## src/rtl/ex_muldiv.sv

```systemverilog
// Iterative 32-cycle multiply/divide unit with architectural HI/LO registers.
// Optional macro EX_MD_DIV_EN builds the DIV/DIVU datapath; without it op 3/4 act as NOP.
module ex_muldiv (
    input  logic        clk,
    input  logic        rst_n,
    input  logic        EX_md_start,
    input  logic [2:0]  EX_md_op,
    input  logic [31:0] EX_alu_in1,
    input  logic [31:0] EX_alu_in2,
    input  logic        EX_md_flush,
    output logic        EX_md_busy,
    output logic        EX_md_done,
    output logic [31:0] EX_hi,
    output logic [31:0] EX_lo
);

    typedef enum logic [1:0] {IDLE, RUN, FIX} state_t;

    state_t      state;
    logic [5:0]  count;
    logic [63:0] acc;
    logic [31:0] opnd;
    logic        is_div;
    logic        neg_res;
    logic        neg_rem;

    logic        op_mul;
    logic        op_div;
    logic        op_signed;
    logic        div_zero;
    logic [31:0] a_mag;
    logic [31:0] b_mag;
    logic [32:0] mul_sum;
    logic [63:0] step_next;
    logic [63:0] product;

    function automatic logic [31:0] neg_if32(input logic [31:0] v, input logic en);
        return en ? (~v + 32'd1) : v;
    endfunction

    function automatic logic [63:0] neg_if64(input logic [63:0] v, input logic en);
        return en ? (~v + 64'd1) : v;
    endfunction

    always_comb begin
        op_mul    = (EX_md_op == 3'd1) || (EX_md_op == 3'd2);
        op_signed = (EX_md_op == 3'd1) || (EX_md_op == 3'd3);
`ifdef EX_MD_DIV_EN
        op_div    = (EX_md_op == 3'd3) || (EX_md_op == 3'd4);
`else
        op_div    = 1'b0;
`endif
        // A zero divisor keeps the raw dividend so the remainder comes out unchanged.
        div_zero  = op_div && (EX_alu_in2 == 32'd0);
        a_mag     = neg_if32(EX_alu_in1, op_signed && EX_alu_in1[31] && !div_zero);
        b_mag     = neg_if32(EX_alu_in2, op_signed && EX_alu_in2[31]);
    end

`ifdef EX_MD_DIV_EN
    logic [32:0] div_trial;
`endif

    always_comb begin
        mul_sum   = {1'b0, acc[63:32]} + (acc[0] ? {1'b0, opnd} : 33'd0);
        step_next = {mul_sum, acc[31:1]};
`ifdef EX_MD_DIV_EN
        // Restoring step: shifted partial remainder is 33 bits wide before the subtract.
        div_trial = acc[63:31] - {1'b0, opnd};
        if (is_div)
            step_next = div_trial[32] ? {acc[62:0], 1'b0}
                                      : {div_trial[31:0], acc[30:0], 1'b1};
`endif
        product   = neg_if64(acc, neg_res);
    end

    always_ff @(posedge clk or negedge rst_n) begin
        if (!rst_n) begin
            state      <= IDLE;
            count      <= 6'd0;
            acc        <= 64'd0;
            opnd       <= 32'd0;
            is_div     <= 1'b0;
            neg_res    <= 1'b0;
            neg_rem    <= 1'b0;
            EX_md_busy <= 1'b0;
            EX_md_done <= 1'b0;
            EX_hi      <= 32'd0;
            EX_lo      <= 32'd0;
        end else begin
            EX_md_done <= 1'b0;
            if (EX_md_flush) begin
                state      <= IDLE;
                count      <= 6'd0;
                EX_md_busy <= 1'b0;
            end else begin
                case (state)
                    IDLE: begin
                        if (EX_md_start) begin
                            if (op_div) begin
                                acc        <= {32'd0, a_mag};
                                opnd       <= b_mag;
                                is_div     <= 1'b1;
                                neg_res    <= op_signed && (EX_alu_in1[31] ^ EX_alu_in2[31]) && !div_zero;
                                neg_rem    <= op_signed && EX_alu_in1[31] && !div_zero;
                                count      <= 6'd0;
                                EX_md_busy <= 1'b1;
                                state      <= RUN;
                            end else if (op_mul) begin
                                acc        <= {32'd0, b_mag};
                                opnd       <= a_mag;
                                is_div     <= 1'b0;
                                neg_res    <= op_signed && (EX_alu_in1[31] ^ EX_alu_in2[31]);
                                neg_rem    <= 1'b0;
                                count      <= 6'd0;
                                EX_md_busy <= 1'b1;
                                state      <= RUN;
                            end else if (EX_md_op == 3'd5) begin
                                EX_hi <= EX_alu_in1;
                            end else if (EX_md_op == 3'd6) begin
                                EX_lo <= EX_alu_in1;
                            end
                        end
                    end
                    RUN: begin
                        acc   <= step_next;
                        count <= count + 6'd1;
                        if (count == 6'd31)
                            state <= FIX;
                    end
                    FIX: begin
                        if (is_div) begin
                            EX_lo <= neg_if32(acc[31:0], neg_res);
                            EX_hi <= neg_if32(acc[63:32], neg_rem);
                        end else begin
                            EX_lo <= product[31:0];
                            EX_hi <= product[63:32];
                        end
                        EX_md_busy <= 1'b0;
                        EX_md_done <= 1'b1;
                        state      <= IDLE;
                    end
                    default: begin
                        state      <= IDLE;
                        EX_md_busy <= 1'b0;
                    end
                endcase
            end
        end
    end

endmodule

```

## config.mk

```make
export PLATFORM = sky130hd
export DESIGN_NAME = ex_muldiv
export DESIGN_NICKNAME = d
export VERILOG_FILES = /design/src/rtl/ex_muldiv.sv
export SDC_FILE = /design/constraint.sdc
export NUM_CORES = 1
export LEC_CHECK = 0
export CELL_PAD_IN_SITES_DETAIL_PLACEMENT = 0
export CELL_PAD_IN_SITES_GLOBAL_PLACEMENT = 1
export CORE_MARGIN = 3
export CORE_UTILIZATION = 40
export DETAILED_ROUTE_END_ITERATION = 16
export GPL_TIMING_DRIVEN = 0
export PLACE_DENSITY_LB_ADDON = 0.1
export SYNTH_ARGS = -nofsm -noshare
export SYNTH_HDL_FRONTEND = slang
export SYNTH_SLANG_ARGS = --single-unit
```

## constraint.sdc

```tcl
create_clock -name clk -period 8.2 [get_ports clk]
set_input_delay 1.64 -clock clk [delete_from_list [all_inputs] [get_ports clk]]
set_output_delay 1.64 -clock clk [all_outputs]
set_load 0.05 [all_outputs]
```

==> impl_metrics.csv <==
group,metric,value,unit
run_status,status,"finished clean",
worst_setup_path,worst-path-max-fanout,5,
layout,layout.cells.most_common_list,"sky130_fd_sc_hd__nand2_1, sky130_fd_sc_hd__dfrtp_1, sky130_fd_sc_hd__o21ai_0, sky130_fd_sc_hd__clkdlybuf4s50_1, sky130_fd_sc_hd__nor2_1",
worst_setup_path,critPathKind,"in2reg",
drt,vias,11800,
logic_synthesis,synth.cell_area,11700,µm²
power_and_ir_drop,leakage,5.89,nW
timing,finalClockSkew,0.0132,ns
floorplan,placement_rows,62,
floorplan,initial_standard_cell_utilization_of_the_core,0.408,
drt,drt_pre_antenna_iters,8,
timing,rsz_0062_raised_after_global_routing,"false",
placement,hpwl_after_dpl,34.5,mm
clock_network,insertion_delay,0.44,ns
power_and_ir_drop,power.share.clock,0.239,
clock_network,cts.clk_slew.worst_paths,0.07,ns
placement,globalplace.congestion,0.946,
global_route,antenna_found_initial,1,
layout,layout.filler_cells,2896,
global_route,pin_count_of_the_biggest_net_entering_global_routing,103,
clock_network,clock_sink_count,171,
logic_synthesis,synth_cells,1450,
power_and_ir_drop,part_of_the_total_power_dissipated_in_combinational_logic,0.398,
layout,finalCoreUtilization,0.493,
placement,port_buffers,136,
power_and_ir_drop,power.ir.vdd_worst,0.157,mV
clock_network,holdBufCountCts,0,
worst_setup_path,timing.critical_path.cells,"clkdlybuf4s50_1 -> or3_1 -> nor4_1 -> and2_1 -> nand2_1 -> o41ai_1 -> xor2_1 -> o221ai_1",
global_route,grt_pass1_wl,67.4,mm
logic_synthesis,synth_async_sr_flop_share,1.00,
worst_setup_path,critical_path_max_stage_delay,0.96,ns
floorplan,die_w,177,µm
logic_synthesis,synth-seq-cells,171,
drt,drt-wirelength-per-cell,22.2,µm
logic_synthesis,syn_area_per_cell,8.09,µm²
layout,layoutNonFillerInstCount,2002,
drt,drcViolationCount,0,
clock_network,clock_tree.htree_level_count,4,
clock_network,tritoncts,"yes",
layout,drive_gt1_frac,0.0309,
global_route,via_count_of_the_first_global_routing_pass,11100,
worst_hold_path,timing.hold.worst.class,"reg2reg",
logic_synthesis,ys.warnings.count,0,
layout,final_nets,1714,
clock_network,clock_path_buffers,2,
power_and_ir_drop,p_sw,1.45,mW
power_and_ir_drop,swShare,0.426,
timing,finalCritPeriodShare,0.519,
timing,finalSetupViolations,0,
drt,detail-route-antenna-nets,0,
clock_network,post_cts.repair.setup_buffers,0,
logic_synthesis,yosysSeqAreaShare,0.365,
floorplan,core,28800,µm²
timing,timing_max_transition_violations_final,0,
clock_network,numCtsBuffers,17,
drt,drt_iter0_markers,1207,
power_and_ir_drop,fin_total_pwr,3.41,mW
run,max_cap_viol_count,0,
timing,finalHoldViolCount,0,
global_route,groute.usage.overall,0.283,
worst_setup_path,worst_path_max_delay_cell,"sky130_fd_sc_hd__nor4_1",
timing,fmaxAchievable,235,MHz
logic_synthesis,number_of_enable_type_register_cells_in_the_synthesized_netlist,0,
floorplan,fp.dieArea,31400,µm²
global_route,grt-ovfl-total,0,
power_and_ir_drop,p_int,1.96,mW
logic_synthesis,postSynthNetCount,1558,
worst_setup_path,cp_data_arrival_time,4.54,ns
power_and_ir_drop,powerDensity,240,nW/µm²
layout,area_delta_synth_final,20.8,%
clock_network,clk_root_buffer_cell,"sky130_fd_sc_hd__clkbuf_16",
timing,slew_headroom,0.211,
floorplan,die_y,177,µm
floorplan,num_io_pins,137,
logic_synthesis,synth_flop_cell,"sky130_fd_sc_hd__dfrtp_1",
layout,most_common_cell_after_layout_fill_and_taps_aside,"sky130_fd_sc_hd__nand2_1",
timing,finalWorstSetupSlack,3.95,ns
worst_setup_path,required,8.48,ns
timing,final_period_minus_worst_setup_slack,4.25,ns
placement,dpl_worst_slack,3.61,ns
worst_setup_path,critical_path.endpoint_type,"register",
drt,total_routed_length,44.5,mm
timing,worstMarginPinSlew,1.17,ns
clock_network,cts_repair_resize_count,0,
worst_setup_path,critPathLaunchType,"input pin",
layout,antennaDiodeCount,0,
logic_synthesis,synthDistinctLibCells,68,
power_and_ir_drop,power_frac_seq,0.363,
drt,drt-vias-per-instance,5.91,
placement,dp.cells,1971,
[registers in the layout (all words and copies together) (netlist names)]
| name | count |
|---|---|
| EX_md_done | 1 |
| neg_res | 1 |
| EX_md_busy | 1 |
| state | 2 |
| EX_hi | 32 |
| EX_lo | 32 |
| opnd | 32 |
| count | 6 |
| acc | 64 |
[kinds of logic (layout without fill, tap and decap cells)]
group                      count (synthesis)  count (layout)  synth area share
buffers and inverters                    109             277            0.0370
AOI/OAI and AO/OA                        442             442             0.231
muxes                                      9               9           0.00778
DFF                                      171             171             0.365
adders and majority gates                 37              37            0.0401
xor gates and xnor gates                 138             138             0.103
and+or+nand+nor                          544             544             0.216
[cells in the mapped netlist, types with 11 or more instances]
cell type / instances / area [µm²]
sky130_fd_sc_hd__xnor2_1: 51 / 447
sky130_fd_sc_hd__inv_1: 23 / 86.3
sky130_fd_sc_hd__a31oi_1: 11 / 68.8
sky130_fd_sc_hd__nand4_1: 14 / 87.6
sky130_fd_sc_hd__and2_1: 35 / 219
sky130_fd_sc_hd__o21ai_0: 167 / 836
sky130_fd_sc_hd__nand2_1: 217 / 815
sky130_fd_sc_hd__o41ai_1: 15 / 131
sky130_fd_sc_hd__or4_1: 14 / 105
sky130_fd_sc_hd__dfrtp_1: 171 / 4280
sky130_fd_sc_hd__nor3_1: 32 / 160
sky130_fd_sc_hd__clkbuf_1: 78 / 293
sky130_fd_sc_hd__xor2_1: 87 / 762
sky130_fd_sc_hd__o221ai_1: 19 / 166
sky130_fd_sc_hd__a21o_1: 12 / 90.1
sky130_fd_sc_hd__a21oi_1: 110 / 551
sky130_fd_sc_hd__and3_1: 12 / 75.1
sky130_fd_sc_hd__nor4_1: 14 / 87.6
sky130_fd_sc_hd__or3_1: 11 / 68.8
sky130_fd_sc_hd__nand3_1: 26 / 130
sky130_fd_sc_hd__nor2_1: 130 / 488
sky130_fd_sc_hd__ha_1: 36 / 450
sky130_fd_sc_hd__o31ai_1: 37 / 278
[critical path, delay by kind of cell]
family	cells	cell delay, ns
compound gates	2	0.43
simple gates	4	1.82
xor+xnor	1	0.21
buf+inv	1	0.44
[layer usage]
layer / global-route usage / wire (µm)
met3: 0.0578 / 3660
met5: 0 / 7
met4: 0.0697 / 987
met1: 0.422 / 20900
met2: 0.420 / 19000
[power groups by stage]
| stage | logic, mW | registers (mW) | clock network, mW |
|---|---|---|---|
| floorplan | 0.698 | 1.40 | 0 |
| global placement | 1.33 | 1.25 | 0 |
| detailed placement | 1.35 | 1.25 | 0 |
| CTS | 1.35 | 1.23 | 0.826 |
| global route | 1.49 | 1.26 | 0.862 |
| finish | 1.36 | 1.24 | 0.814 |
[final timing paths]
path / from / slack, ns / depth (start not counted) / endpoint
setup / recovery: EX_alu_in2[2] / 3.95 / 8 / acc[21]
hold / removal: EX_lo[15] / 0.48 / 2 / EX_lo[15]
setup reg to reg: acc[0] / 4.50 / 13 / acc[63]
hold reg to reg: EX_lo[15] / 0.48 / 2 / EX_lo[15]
max in group asynchronous: rst_n / 6.08 / 2 / EX_hi[26]
min in group asynchronous: rst_n / 1.15 / 1 / EX_lo[13]
[through the flow]
stage / hold WS, ns / cell area (µm²) / setup TNS (ns)
2_1_floorplan: 0.430 / 11700 / 0
3_3_place_gp: 0.456 / 13600 / -360.52
3_5_place_dp: 0.465 / 13600 / 0
4_1_cts: 0.482 / 14200 / 0
5_1_grt: 0.497 / 14200 / 0
6_report: 0.476 / 14200 / 0
[cell type report]
type / count / area [µm²] / share of cell area
Buffer: 86 / 348 / 0.0245
Tap cell: 384 / 480 / 0.0339
Timing Repair Buffer: 137 / 1390 / 0.0983
Inverter: 23 / 86.3 / 0.00609
Clock inverter: 12 / 116 / 0.00821
Sequential cell: 171 / 4280 / 0.302
Multi-Input combinational cell: 1170 / 7020 / 0.495
Clock buffer: 19 / 453 / 0.0319
Power figures use the tool's default switching activity.
